--- src/rtl/ones_pkg.sv ---
`default_nettype none
// ============================================================================
// Module      : ones_pkg
// Description : Shared types and constants for the ones-pattern generator.
// Revision    : 1.0  initial release
// ============================================================================
package ones_pkg;

    // Controller states
    typedef enum logic [1:0] {
        IDLE = 2'd0,
        GEN  = 2'd1,
        DONE = 2'd2
    } state_t;

    // Placement modes
    localparam logic MODE_THERM  = 1'b0;
    localparam logic MODE_SPREAD = 1'b1;

    // Default pattern width
    localparam int DEFAULT_WIDTH = 16;

endpackage : ones_pkg
`default_nettype wire

--- src/rtl/ones_bit_sched.sv ---
`default_nettype none
// ============================================================================
// Module      : ones_bit_sched
// Description : Per-bit scheduler. Owns the bit index and the Bresenham
//               accumulator and produces the pattern bit for the current idx.
// Revision    : 1.0  initial release
// ============================================================================
module ones_bit_sched
    import ones_pkg::*;
#(
    parameter int WIDTH = DEFAULT_WIDTH,
    parameter int CW    = $clog2(WIDTH + 1)
) (
    input  logic          clk,
    input  logic          rst_n,
    input  logic [CW-1:0] k,
    input  logic          mode,
    input  logic          start,
    input  logic          step,
    output logic          b,
    output logic          last
);

    localparam int            IW       = $clog2(WIDTH);
    localparam logic [CW:0]   C_WIDTH  = (CW + 1)'(WIDTH);
    localparam logic [IW-1:0] C_LASTIX = IW'(WIDTH - 1);

    logic [IW-1:0] idx_q, idx_d;
    logic [CW:0]   acc_q, acc_d;
    logic [CW:0]   acc_n;
    logic          b_therm;
    logic          b_spread;

    // Bit value for the current index in both placements
    always_comb begin
        acc_n    = acc_q + {1'b0, k};
        b_therm  = ({{(CW - IW){1'b0}}, idx_q} < k);
        b_spread = (acc_n >= C_WIDTH);
        b        = (mode == MODE_SPREAD) ? b_spread : b_therm;
        last     = (idx_q == C_LASTIX);
    end

    // Next index/accumulator: clear on start, advance on step
    always_comb begin
        idx_d = idx_q;
        acc_d = acc_q;
        if (start) begin
            idx_d = '0;
            acc_d = '0;
        end else if (step) begin
            idx_d = idx_q + 1'b1;   // wraps to 0 after the last bit
            if (mode == MODE_SPREAD) begin
                acc_d = b_spread ? (acc_n - C_WIDTH) : acc_n;
            end
        end
    end

    // Scheduler state registers
    always_ff @(posedge clk or negedge rst_n) begin
        if (!rst_n) begin
            idx_q <= '0;
            acc_q <= '0;
        end else begin
            idx_q <= idx_d;
            acc_q <= acc_d;
        end
    end

endmodule : ones_bit_sched
`default_nettype wire

--- src/rtl/ones_pattern_gen.sv ---
`default_nettype none
// ============================================================================
// Module      : ones_pattern_gen
// Description : Builds a WIDTH-bit word containing exactly the requested
//               number of ones (thermometer or evenly spread), one bit per
//               clock, delivered serially LSB first and then in parallel.
// Revision    : 1.0  initial release
// ============================================================================
module ones_pattern_gen
    import ones_pkg::*;
#(
    parameter int WIDTH = DEFAULT_WIDTH,
    parameter int CW    = $clog2(WIDTH + 1)
) (
    input  logic             clk,
    input  logic             rst_n,
    input  logic             in_valid,
    output logic             in_ready,
    input  logic [CW-1:0]    in_count,
    input  logic             in_mode,
    output logic             ser_valid,
    output logic             ser_bit,
    output logic             out_valid,
    input  logic             out_ready,
    output logic [WIDTH-1:0] out_word,
    output logic             sat_err
);

    localparam logic [CW-1:0] C_WIDTH = CW'(WIDTH);

    state_t           state_q, state_d;
    logic             in_ready_q, in_ready_d;
    logic [CW-1:0]    k_q, k_d;
    logic             mode_q, mode_d;
    logic             sat_q, sat_d;
    logic [WIDTH-1:0] shreg_q, shreg_d;

    logic             accept;
    logic             gen_step;
    logic             sched_b;
    logic             sched_last;

    ones_bit_sched #(
        .WIDTH (WIDTH),
        .CW    (CW)
    ) u_sched (
        .clk   (clk),
        .rst_n (rst_n),
        .k     (k_q),
        .mode  (mode_q),
        .start (accept),
        .step  (gen_step),
        .b     (sched_b),
        .last  (sched_last)
    );

    // FSM next state, request latching and shift-register update
    always_comb begin
        state_d  = state_q;
        k_d      = k_q;
        mode_d   = mode_q;
        sat_d    = sat_q;
        shreg_d  = shreg_q;
        accept   = 1'b0;
        gen_step = 1'b0;
        case (state_q)
            IDLE: begin
                if (in_valid && in_ready_q) begin
                    accept  = 1'b1;
                    sat_d   = (in_count > C_WIDTH);
                    k_d     = sat_d ? C_WIDTH : in_count;
                    mode_d  = in_mode;
                    shreg_d = '0;
                    state_d = GEN;
                end
            end
            GEN: begin
                gen_step = 1'b1;
                // LSB-first: after WIDTH shifts the first bit lands in bit 0
                shreg_d  = {sched_b, shreg_q[WIDTH-1:1]};
                if (sched_last) begin
                    state_d = DONE;
                end
            end
            DONE: begin
                if (out_ready) begin
                    state_d = IDLE;
                end
            end
            default: state_d = IDLE;
        endcase
        // Registered so that in_ready reads 0 while reset is held
        in_ready_d = (state_d == IDLE);
    end

    // Control and datapath registers
    always_ff @(posedge clk or negedge rst_n) begin
        if (!rst_n) begin
            state_q    <= IDLE;
            in_ready_q <= 1'b0;
            k_q        <= '0;
            mode_q     <= 1'b0;
            sat_q      <= 1'b0;
            shreg_q    <= '0;
        end else begin
            state_q    <= state_d;
            in_ready_q <= in_ready_d;
            k_q        <= k_d;
            mode_q     <= mode_d;
            sat_q      <= sat_d;
            shreg_q    <= shreg_d;
        end
    end

    // Output decode
    always_comb begin
        in_ready  = in_ready_q;
        ser_valid = (state_q == GEN);
        ser_bit   = (state_q == GEN) && sched_b;
        out_valid = (state_q == DONE);
        out_word  = shreg_q;
        sat_err   = sat_q;
    end

endmodule : ones_pattern_gen
`default_nettype wire

--- config.mk ---
export PLATFORM = sky130hd
export DESIGN_NAME = ones_pattern_gen
export DESIGN_NICKNAME = d
export VERILOG_FILES = /design/src/rtl/ones_pkg.sv /design/src/rtl/ones_bit_sched.sv /design/src/rtl/ones_pattern_gen.sv
export SDC_FILE = /design/constraint.sdc
export NUM_CORES = 1
export LEC_CHECK = 0
export CAP_MARGIN = 20
export CORE_ASPECT_RATIO = 1.25
export CORE_MARGIN = 10
export CORE_UTILIZATION = 30
export DETAILED_ROUTE_END_ITERATION = 10
export PLACE_DENSITY_LB_ADDON = 0.25
export SLEW_MARGIN = 25
export SYNTH_ARGS = -nofsm -noshare
export SYNTH_HDL_FRONTEND = slang
export SYNTH_SLANG_ARGS = --single-unit
--- constraint.sdc ---
create_clock -name clk -period 3.3 [get_ports clk]
set_clock_uncertainty 0.2 [all_clocks]
set_input_delay 0.66 -clock clk [delete_from_list [all_inputs] [get_ports clk]]
set_output_delay 0.66 -clock clk [all_outputs]
set_load 0.005 [all_outputs]
== After elaboration in Yosys (flattened, before gate mapping) ==
Index checks and enable logic that the tools add are counted.

* Memories kept: 0
* Input bits: 10
* Output and inout port bits: 21
* Bits in latches: 0
* Word-level logic and storage cells: 45
* Register bits: 36
* RAM bits: 0
* ROM bits: 0

* Multipliers: 0
* Reductions and logical operators: 10
* Bitwise operators: 0
* Order comparisons: 3
* Equality and inequality tests: 4
* Add/subtract/negate cells: 3
* Div/mod/pow operators: 0
* Shifts and indexed selects: 0
* Muxes and demuxes: 17

{| class="wikitable"
|+ Operators by type and width
! kind !! count
|-
| 16-bit case mux with 2 select lines || 1
|-
| 6-bit two-way mux || 4
|-
| 16-bit two-way mux || 1
|-
| 4-bit two-way mux || 2
|-
| 6-bit by 5-bit adder with 6-bit output || 1
|-
| 6-bit by 5-bit greater-or-equal comparator with 1-bit output, second input constant || 1
|-
| 2-bit two-way mux || 3
|-
| 2-bit case mux with 3 select lines || 1
|-
| 2-bit AND reduction || 3
|-
| 2-bit nonzero test || 3
|-
| 6-bit by 5-bit subtractor with 6-bit output, second input constant || 1
|-
| 5-bit greater-than comparator, second input constant || 1
|-
| 4-bit by 5-bit less-than comparator with 1-bit output || 1
|-
| 5-bit two-way mux || 1
|-
| 4-bit by 1-bit adder with 4-bit output, second input constant || 1
|-
| 4-bit equality test, second input constant || 1
|-
| 2-bit logical NOT || 2
|-
| 1-bit two-way mux || 4
|-
| 2-bit by 1-bit equality test with 1-bit output, second input constant || 1
|-
| 2-bit equality test, second input constant || 1
|-
| 1-bit logical AND || 2
|-
| 2-bit != test, second input constant || 1
|}

== Logic depth before layout (Yosys ltp) ==
Gate-level depths: netlist (run 1).

* Depth in word-level cells: 6
* Depth in mapped cells: 6
* Depth with buffers taken out: 6

== Cells and area by module ==
Synthesis (run 1) repeated with hierarchy kept, for this count alone.

* Cells, all modules: 198
* Area total of the unflattened synthesis: 2003.2 um2

{| class="wikitable"
|+ By module, submodules not included
! module !! area an instance (um2) !! cells an instance !! instances !! seq. area each (um2)
|-
| ones_pattern_gen || 1187.4 || 108 || 1 || 650.6
|-
| ones_bit_sched || 815.8 || 90 || 1 || 250.2
|}

== Least setup slack after synthesis (run 1) ==
OpenSTA, ideal clock, no wires.

* Path kind: register -> output
* Start point: register k_q[0]
* End point: output port ser_bit
* Stages on the path, launching flop included: 7
* Data required time: 2.440 ns
* Setup slack: 0.678 ns
* Buffers on the path: 0
* Data arrival time: 1.762 ns
* Path through: dfrtp_1 > ha_1 > fa_1 > a21o_2 > a21oi_1 > xor2_1 > a31oi_1

* Longest elaborated chain between the ends: 4

{| class="wikitable"
|+ RTL lines
! what !! line !! source
|-
| start: declaration || ones_pattern_gen.sv:33 || <nowiki>logic [CW-1:0] k_q, k_d;</nowiki>
|-
| start signal: assignment || ones_pattern_gen.sv:108 || <nowiki>k_q <= k_d;</nowiki>
|-
| 6-bit by 5-bit adder with 6-bit output || ones_bit_sched.sv:36 || <nowiki>acc_n = acc_q + {1'b0, k};</nowiki>
|-
| 6-bit by 5-bit greater-or-equal comparator with 1-bit output || ones_bit_sched.sv:38 || <nowiki>b_spread = (acc_n >= C_WIDTH);</nowiki>
|-
| 1-bit two-way mux * || ones_bit_sched.sv:39 || <nowiki>b = (mode == MODE_SPREAD) ? b_spread : b_therm;</nowiki>
|-
| 1-bit logical AND * || ones_pattern_gen.sv:119 || <nowiki>ser_bit = (state_q == GEN) && sched_b;</nowiki>
|-
| end: declaration || ones_pattern_gen.sv:22 || <nowiki>output logic ser_bit,</nowiki>
|}

Mark *: on every way between the ends. The rest lies on a longest branch, timed or not.

== Worst setup path in the final report (run 1) ==
Same ends and word-level chain as after synthesis.

==> PnR_summary.wiki, run 1 <==
{| class="wikitable"
! Metric !! Value
|-
| Share of synthesized area occupied by flip-flops and latches || 50.1%
|-
| Pin count of the biggest net entering global routing || 37
|-
| Area growth from synthesis to layout || 28.3%
|-
| Number of I/O port buffers || 30
|-
| Routed length on met3 || ~300 um
|-
| Clk pin slew, worst setup/hold paths || 0.07 ns
|-
| Data required time at the worst endpoint || 2.44 ns
|-
| Die area || ~9500 um2
|-
| Worst hold stages || 2
|-
| Accumulated negative setup slack || 0 ns
|-
| DRC violations left || 0
|-
| Final routed wire length divided by cell count || between 15 and 20 um
|-
| DR vias || between 1k and 1.5k
|-
| Number of failing setup endpoints in the final timing report || 0
|-
| Global router's overall resource usage || under 10%
|-
| Setup slack on the worst flop-to-flop path || ~1.1 ns
|-
| Launching element type of the critical path || register
|-
| Setup repair after global routing missed its margin || no
|-
| Count of placed standard cells including taps || 280
|-
| Worst setup path category || register to output pin
|-
| R2R depth || 7
|-
| Source of the worst register-to-register timing path || k_q[0]
|-
| Number of detailed-route iterations in the first pass || 4
|-
| Count of mapped cells out of synthesis || between 150 and 200
|-
| Fin. max-slew vios || 0
|-
| Yosys reg bits || 36
|-
| Fill cells || 585
|-
| Inserted Clock Buffers || 5
|-
| Width of the die || 89.2 um
|-
| Transition time of the tightest slew-check pin || 0.523 ns
|-
| Routed wl met2 || between 1.5 and 2 mm
|-
| Highest layer used for signal routing || met4
|-
| Startpoint of the tightest hold check path || sat_err
|-
| Number of global-route vias before repair || 1,476
|-
| Crit-path max FO || 3
|-
| Yosys synthesis warning count || 0
|-
| Worst hold-check path type || register to register
|-
| Share of post-route cells with drive strength above 1 || 10.4%
|-
| Primary flip-flop cell chosen by synthesis mapping || dfrtp_1
|-
| Post-route setup slack || about 0.13 ns
|-
| Max capacitance violation total || 0
|-
| Worst hold-check slack || 0.287 ns
|-
| Count of placed standard cells in the final layout, fillers left out || 287
|-
| Num rows || 31
|-
| FF-to-FF End || out_word[15]
|-
| Overall power of the completed layout || 2.23 mW
|-
| Number of buffers added to fix hold violations after cts || 0
|-
| Wire length of the first global-routing pass || 7.40 mm
|-
| Syn Nets || 206
|-
| N_diodes || 0
|-
| Highest clock frequency the design can meet || 315 MHz
|-
| Post-synth ARST share || 100%
|-
| Overflow left after global routing || 0
|-
| Number of antenna violations at the first check in global routing || 0
|-
| Number of vias per cell || 4.97
|-
| HPWL after DPL || 3.04 mm
|-
| Starting Density || 30.9%
|-
| DRT met1 WL || between 1.5 and 2 mm
|-
| Maximum level of the CTS H-tree || 2
|-
| Endpoint kind of the worst setup timing path || output pin
|-
| Number of enable-type register cells in the synthesized netlist || 0
|-
| Final hold violation count || 0
|-
| Clock insertion delay at the later pin of the skew report || about 0.30 ns
|-
| Weighted congestion reported at the end of routability-driven placement || 0.788
|-
| Max_slew headroom || 65.1%
|-
| Clock tree from TritonCTS || yes
|-
| Total number of nets in the final design || 241
|-
| Terminating pin of the worst hold path || sat_err
|-
| Pre-CTS WS || 0.0831 ns
|-
| Worst Path Arrival || about 2.3 ns
|-
| Total clock sinks || 36
|-
| Final wirelength || 4.32 mm
|-
| Root buffer selected by CTS || clkbuf_8
|-
| Total power density per cell area || just under 1000 nW/um2
|-
| Number of buffers on the longest clock path || 2
|-
| Period utilization || a little over nine tenths
|-
| Fin crit period || approximately 3.2 ns
|-
| Status || finished clean
|-
| DRT antenna net count || 0
|-
| I/O pins || 31
|-
| Placeable core region || 5820 um2
|-
| IR Drop Worst-Case VDD || between 0.4 and 0.5 mV
|-
| Iteration-0 DRC Markers || 81
|-
| Static leakage power || 1.01 nW
|-
| Die height || 107 um
|-
| Post-synthesis cell area || 1800 um2
|-
| Distinct cell type count after synthesis || 38
|-
| Synthesized area per cell || between 9 and 10 um2
|}
==> flip-flops by register name (all words and copies together) (netlist names) <==
register and count:
state_q 2, u_sched.acc_q 6, u_sched.idx_q 4, sat_err 1
in_ready 1, k_q 5, out_word 16, mode_q 1
==> kinds of logic (layout without fill, tap and decap cells) <==
logic type | count (synthesis) | after routing | synth area share (%)
xor+xnor | 4 | 4 | 1.95
buf+inv | 15 | 50 | 4.46
flops | 36 | 36 | 50.1
compound gates | 50 | 50 | 17.9
simple gates | 71 | 71 | 18.2
fa+ha+maj | 10 | 10 | 7.38
==> cells in the final DEF (no fill, tap or decap), types with 2 or more instances in the layout <==
cell type        synthesis  final
nand2_1                 46     46
dfrtp_1                 36     36
clkdlybuf4s50_1          0     29
o21ai_0                 28     28
nand3_1                  9      9
ha_1                     9      9
clkbuf_8                 0      7
buf_4                    0      7
inv_1                    5      5
a21oi_1                  6      5
nand2b_1                 3      3
nor2_1                   3      3
nand3b_1                 3      3
a211oi_1                 2      2
xor2_1                   2      2
o31ai_1                  2      2
xnor2_1                  2      2
==> routing by layer <==
layer  vias to the layer above  global-route usage, %
met3                         8                   4.66
met1                       682                   11.4
met2                        23                   15.4
li1                        712                      -
met4                         0                   3.99
met5                         -                      0
==> cell usage after synthesis, types with 2 or more instances <==
master,instances,area [um2]
nand3b_1,3,22.5
o21ai_0,28,140
nand2b_1,3,18.8
buf_2,2,10.0
nand3_1,9,45.0
clkbuf_1,6,22.5
inv_1,5,18.8
nor2_1,3,11.3
ha_1,9,113
a21oi_1,6,30.0
o31ai_1,2,15.0
xnor2_1,2,17.5
a211oi_1,2,15.0
nand2_1,46,173
xor2_1,2,17.5
dfrtp_1,36,901
==> power breakdown <==
part / switching, mW / internal [mW]
Combinational: 0.525 / 0.550
Sequential: 0.168 / 0.639
Clock: 0.163 / 0.186
Total: 0.855 / 1.38
==> worst max-delay path by stage <==
stage / start / to
6_report: k_q[0] / ser_bit
2_1_floorplan: k_q[0] / ser_bit
5_1_grt: k_q[4] / ser_bit
3_3_place_gp: k_q[0] / ser_bit
4_1_cts: k_q[0] / ser_bit
3_5_place_dp: k_q[0] / ser_bit
==> worst max-delay path, cell delays in order (launching register included) <==
cell and delay [ns]:
dfrtp_1 0.40, ha_1 0.25, fa_2 0.36, a21o_2 0.20, a21oi_2 0.20, xor2_1 0.20
a31oi_1 0.11, dlygate4sd2_1 0.29
==> area by class of cell <==
class / count / area [um2] / share of cell area, %
Sequential cell: 36 / 901 / 39.1
Inverter: 6 / 36.3 / 1.57
Tap cell: 66 / 82.6 / 3.58
Clock buffer: 7 / 96.3 / 4.18
Timing Repair Buffer: 37 / 352 / 15.3
Multi-Input combinational cell: 135 / 837 / 36.3
==> metrics by stage <==
stage	area, um2	utilization, %
after floorplan	1800	-
after global placement	2200	37.9
after detailed placement	2200	37.9
after CTS	2300	39.6
after global routing	2300	39.6
final	2300	39.6
==> what timing repair did <==
action / in CTS / in global routing
pin swaps: 0 / 1
resized for setup: 2 / 1
buffers inserted: 0 / 0
setup endpoints to repair: 1 / 1
Power figures use the tool's default switching activity.
==> run 2, diff against run 1 <==
Clock period 3.3 ns to 3.49 ns, I/O delays scaled along.
==> run 2 against run 1 <==
Compared with the run above: first-iteration DRC count decreased by 7.4%; clock-buffer cell count fell by 2; utilization is essentially flat; wire length shrank 0.44%; flip-flop and latch count unchanged; non-clock buffer count shrank 4; critical path depth unchanged; cell count fell by 1.0%; clock power up 5%; die area unchanged; critical endpoint unchanged; largest cell class unchanged; largest power group unchanged.
==> PnR_summary.wiki, run 2 (synthesis gave the netlist of run 1 again) <==
{| class="wikitable"
! Metric !! Value
|-
| Fin. max-slew vios || 0
|-
| Static leakage power || about 1.0 nW
|-
| Commonest non-fill, non-tap cells in the layout || 46 x nand2_1, 36 x dfrtp_1, 29 x clkdlybuf4s50_1
|-
| Die height || 107 um
|-
| Total power density per cell area || 927 nW/um2
|-
| R2R depth || 6
|-
| FF-to-FF End || out_word[15]
|-
| Number of detailed-route iterations in the first pass || 4
|-
| Worst Path Arrival || 2.25 ns
|-
| Starting Density || between 30% and 40%
|-
| Number of failing setup endpoints in the final timing report || 0
|-
| Overflow left after global routing || 0
|-
| Num rows || 31
|-
| Width of the die || 89.2 um
|-
| Clock tree from TritonCTS || yes
|-
| Global router's overall resource usage || under 10%
|-
| DRC violations left || 0
|-
| Pin count of the biggest net entering global routing || 37
|-
| I/O pins || 31
|-
| Cells along the critical path || ha_1 -> fa_1 -> a21o_2 -> a21oi_4 -> xor2_2 -> a31oi_1 -> dlymetal6s2s_1
|-
| Clk pin slew, worst setup/hold paths || ~0.080 ns
|-
| Data required time at the worst endpoint || 2.59 ns
|-
| Max_slew headroom || 46.8%
|-
| Crit-path leading delay family || adder cells
|-
| Buffers and inverters on the worst path || 1
|-
| Worst hold-check path type || register to register
|-
| Accumulated negative setup slack || 0 ns
|-
| Period utilization || between 90% and 100%
|-
| HPWL after DPL || 3.00 mm
|-
| Leading cell type in the layout, fill and taps excluded || nand2_1
|-
| Status || finished clean
|-
| Max incr delay on CP || 0.40 ns
|-
| Clock insertion delay at the later pin of the skew report || between 0.2 and 0.3 ns
|-
| Root buffer selected by CTS || clkbuf_8
|-
| Weighted congestion reported at the end of routability-driven placement || 0.753
|-
| Master of the slowest instance on the critical path || dfrtp_1
|-
| Total clock sinks || 36
|-
| Die area || 9500 um2
|-
| Iteration-0 DRC Markers || between 70 and 80
|-
| Maximum level of the CTS H-tree || 2
|-
| Post-route setup slack || between 0.3 and 0.4 ns
|-
| Number of vias per cell || ~5
|-
| Source of the worst register-to-register timing path || k_q[0]
|-
| Fill cells || 574
|-
| Share of post-route cells with drive strength above 1 || 9.17%
|-
| Area growth from synthesis to layout || 28.3%
|-
| Number of global-route vias before repair || between 1k and 1.5k
|-
| Final hold violation count || 0
|-
| N_diodes || 0
|-
| Post CTS Setup Buffer Count || 0
|-
| Pre-CTS WS || 0.227 ns
|-
| Max capacitance violation total || 0
|-
| Total number of nets in the final design || 237
|-
| Number of I/O port buffers || 30
|-
| DR vias || 1,406
|-
| Transition time of the tightest slew-check pin || between 0.7 and 0.8 ns
|-
| Final routed wire length divided by cell count || between 15 and 20 um
|-
| Placeable core region || around 5800 um2
|-
| Wire length of the first global-routing pass || 7.45 mm
|-
| Setup repair after global routing missed its margin || no
|-
| Final wirelength || 4.30 mm
|-
| Fin crit period || 3.15 ns
|-
| Worst hold stages || 2
|-
| Inserted Clock Buffers || 5
|-
| Terminating pin of the worst hold path || u_sched.acc_q[3]
|-
| IR Drop Worst-Case VDD || 0.421 mV
|-
| Crit-path max FO || 3
|-
| Setup slack on the worst flop-to-flop path || around 1.3 ns
|-
| Worst setup path category || register to output pin
|-
| Launching element type of the critical path || register
|-
| Max reg flops || 16
|-
| Highest clock frequency the design can meet || 318 MHz
|-
| Number of antenna violations at the first check in global routing || 0
|-
| DRT antenna net count || 0
|-
| Number of buffers on the longest clock path || 2
|-
| Startpoint of the tightest hold check path || u_sched.acc_q[3]
|-
| Endpoint kind of the worst setup timing path || output pin
|}
run 2: area by class of cell:
cell class	instances	area [um2]	share of cell area (%)
repair buffers	33	325	14.1
clock buffers	5	68.8	2.98
multi-input cells	135	850	36.8
flip-flops and latches	36	901	39.1
well taps	66	82.6	3.58
clock inverters	3	42.5	1.84
inverters	6	36.3	1.57
run 2: metrics by stage:
step	power (mW)	hold slack [ns]	instances	utilization [%]	cell area, um2
global route	2.34	0.322	284	39.6	2310
global placement	1.76	0.271	276	37.4	2170
detailed placement	1.77	0.276	276	37.4	2170
CTS	2.17	0.294	284	39.6	2300
finish	2.14	0.288	284	39.6	2310
floorplan	1.34	0.202	186	-	1800
run 2: layer usage:
| layer | global-route usage, % | part of all wire (%) |
|---|---|---|
| met5 | 0 | 0 |
| met2 | 15.7 | 50 |
| met3 | 3.59 | 5.5 |
| met1 | 11.6 | 43 |
| met4 | 2.73 | 0.84 |
run 2: report_power, final:
part,switching [mW],internal (mW)
clock,0.155,0.211
combinational,0.494,0.504
sequential,0.169,0.603
total,0.818,1.32
run 2: how the worst max path moves through the flow:
stage,from,slack [ns],depth (start not counted),to
2_1_floorplan,k_q[0],0.83,6,ser_bit
3_3_place_gp,k_q[0],0.24,7,ser_bit
3_5_place_dp,k_q[0],0.23,7,ser_bit
4_1_cts,k_q[0],0.007,7,ser_bit
5_1_grt,k_q[0],0.24,7,ser_bit
6_report,k_q[0],0.34,7,ser_bit
run 2: worst min-delay path, cell delays in order, from the launching register on:
cell	delay, ns
dfrtp_1	0.35
nand2_1	0.04
o21ai_0	0.06
run 2: what timing repair did:
action	CTS	global route
pin swaps	0	0
resized for setup	3	1
hold buffers	0	0
endpoints found under the setup margin	1	1
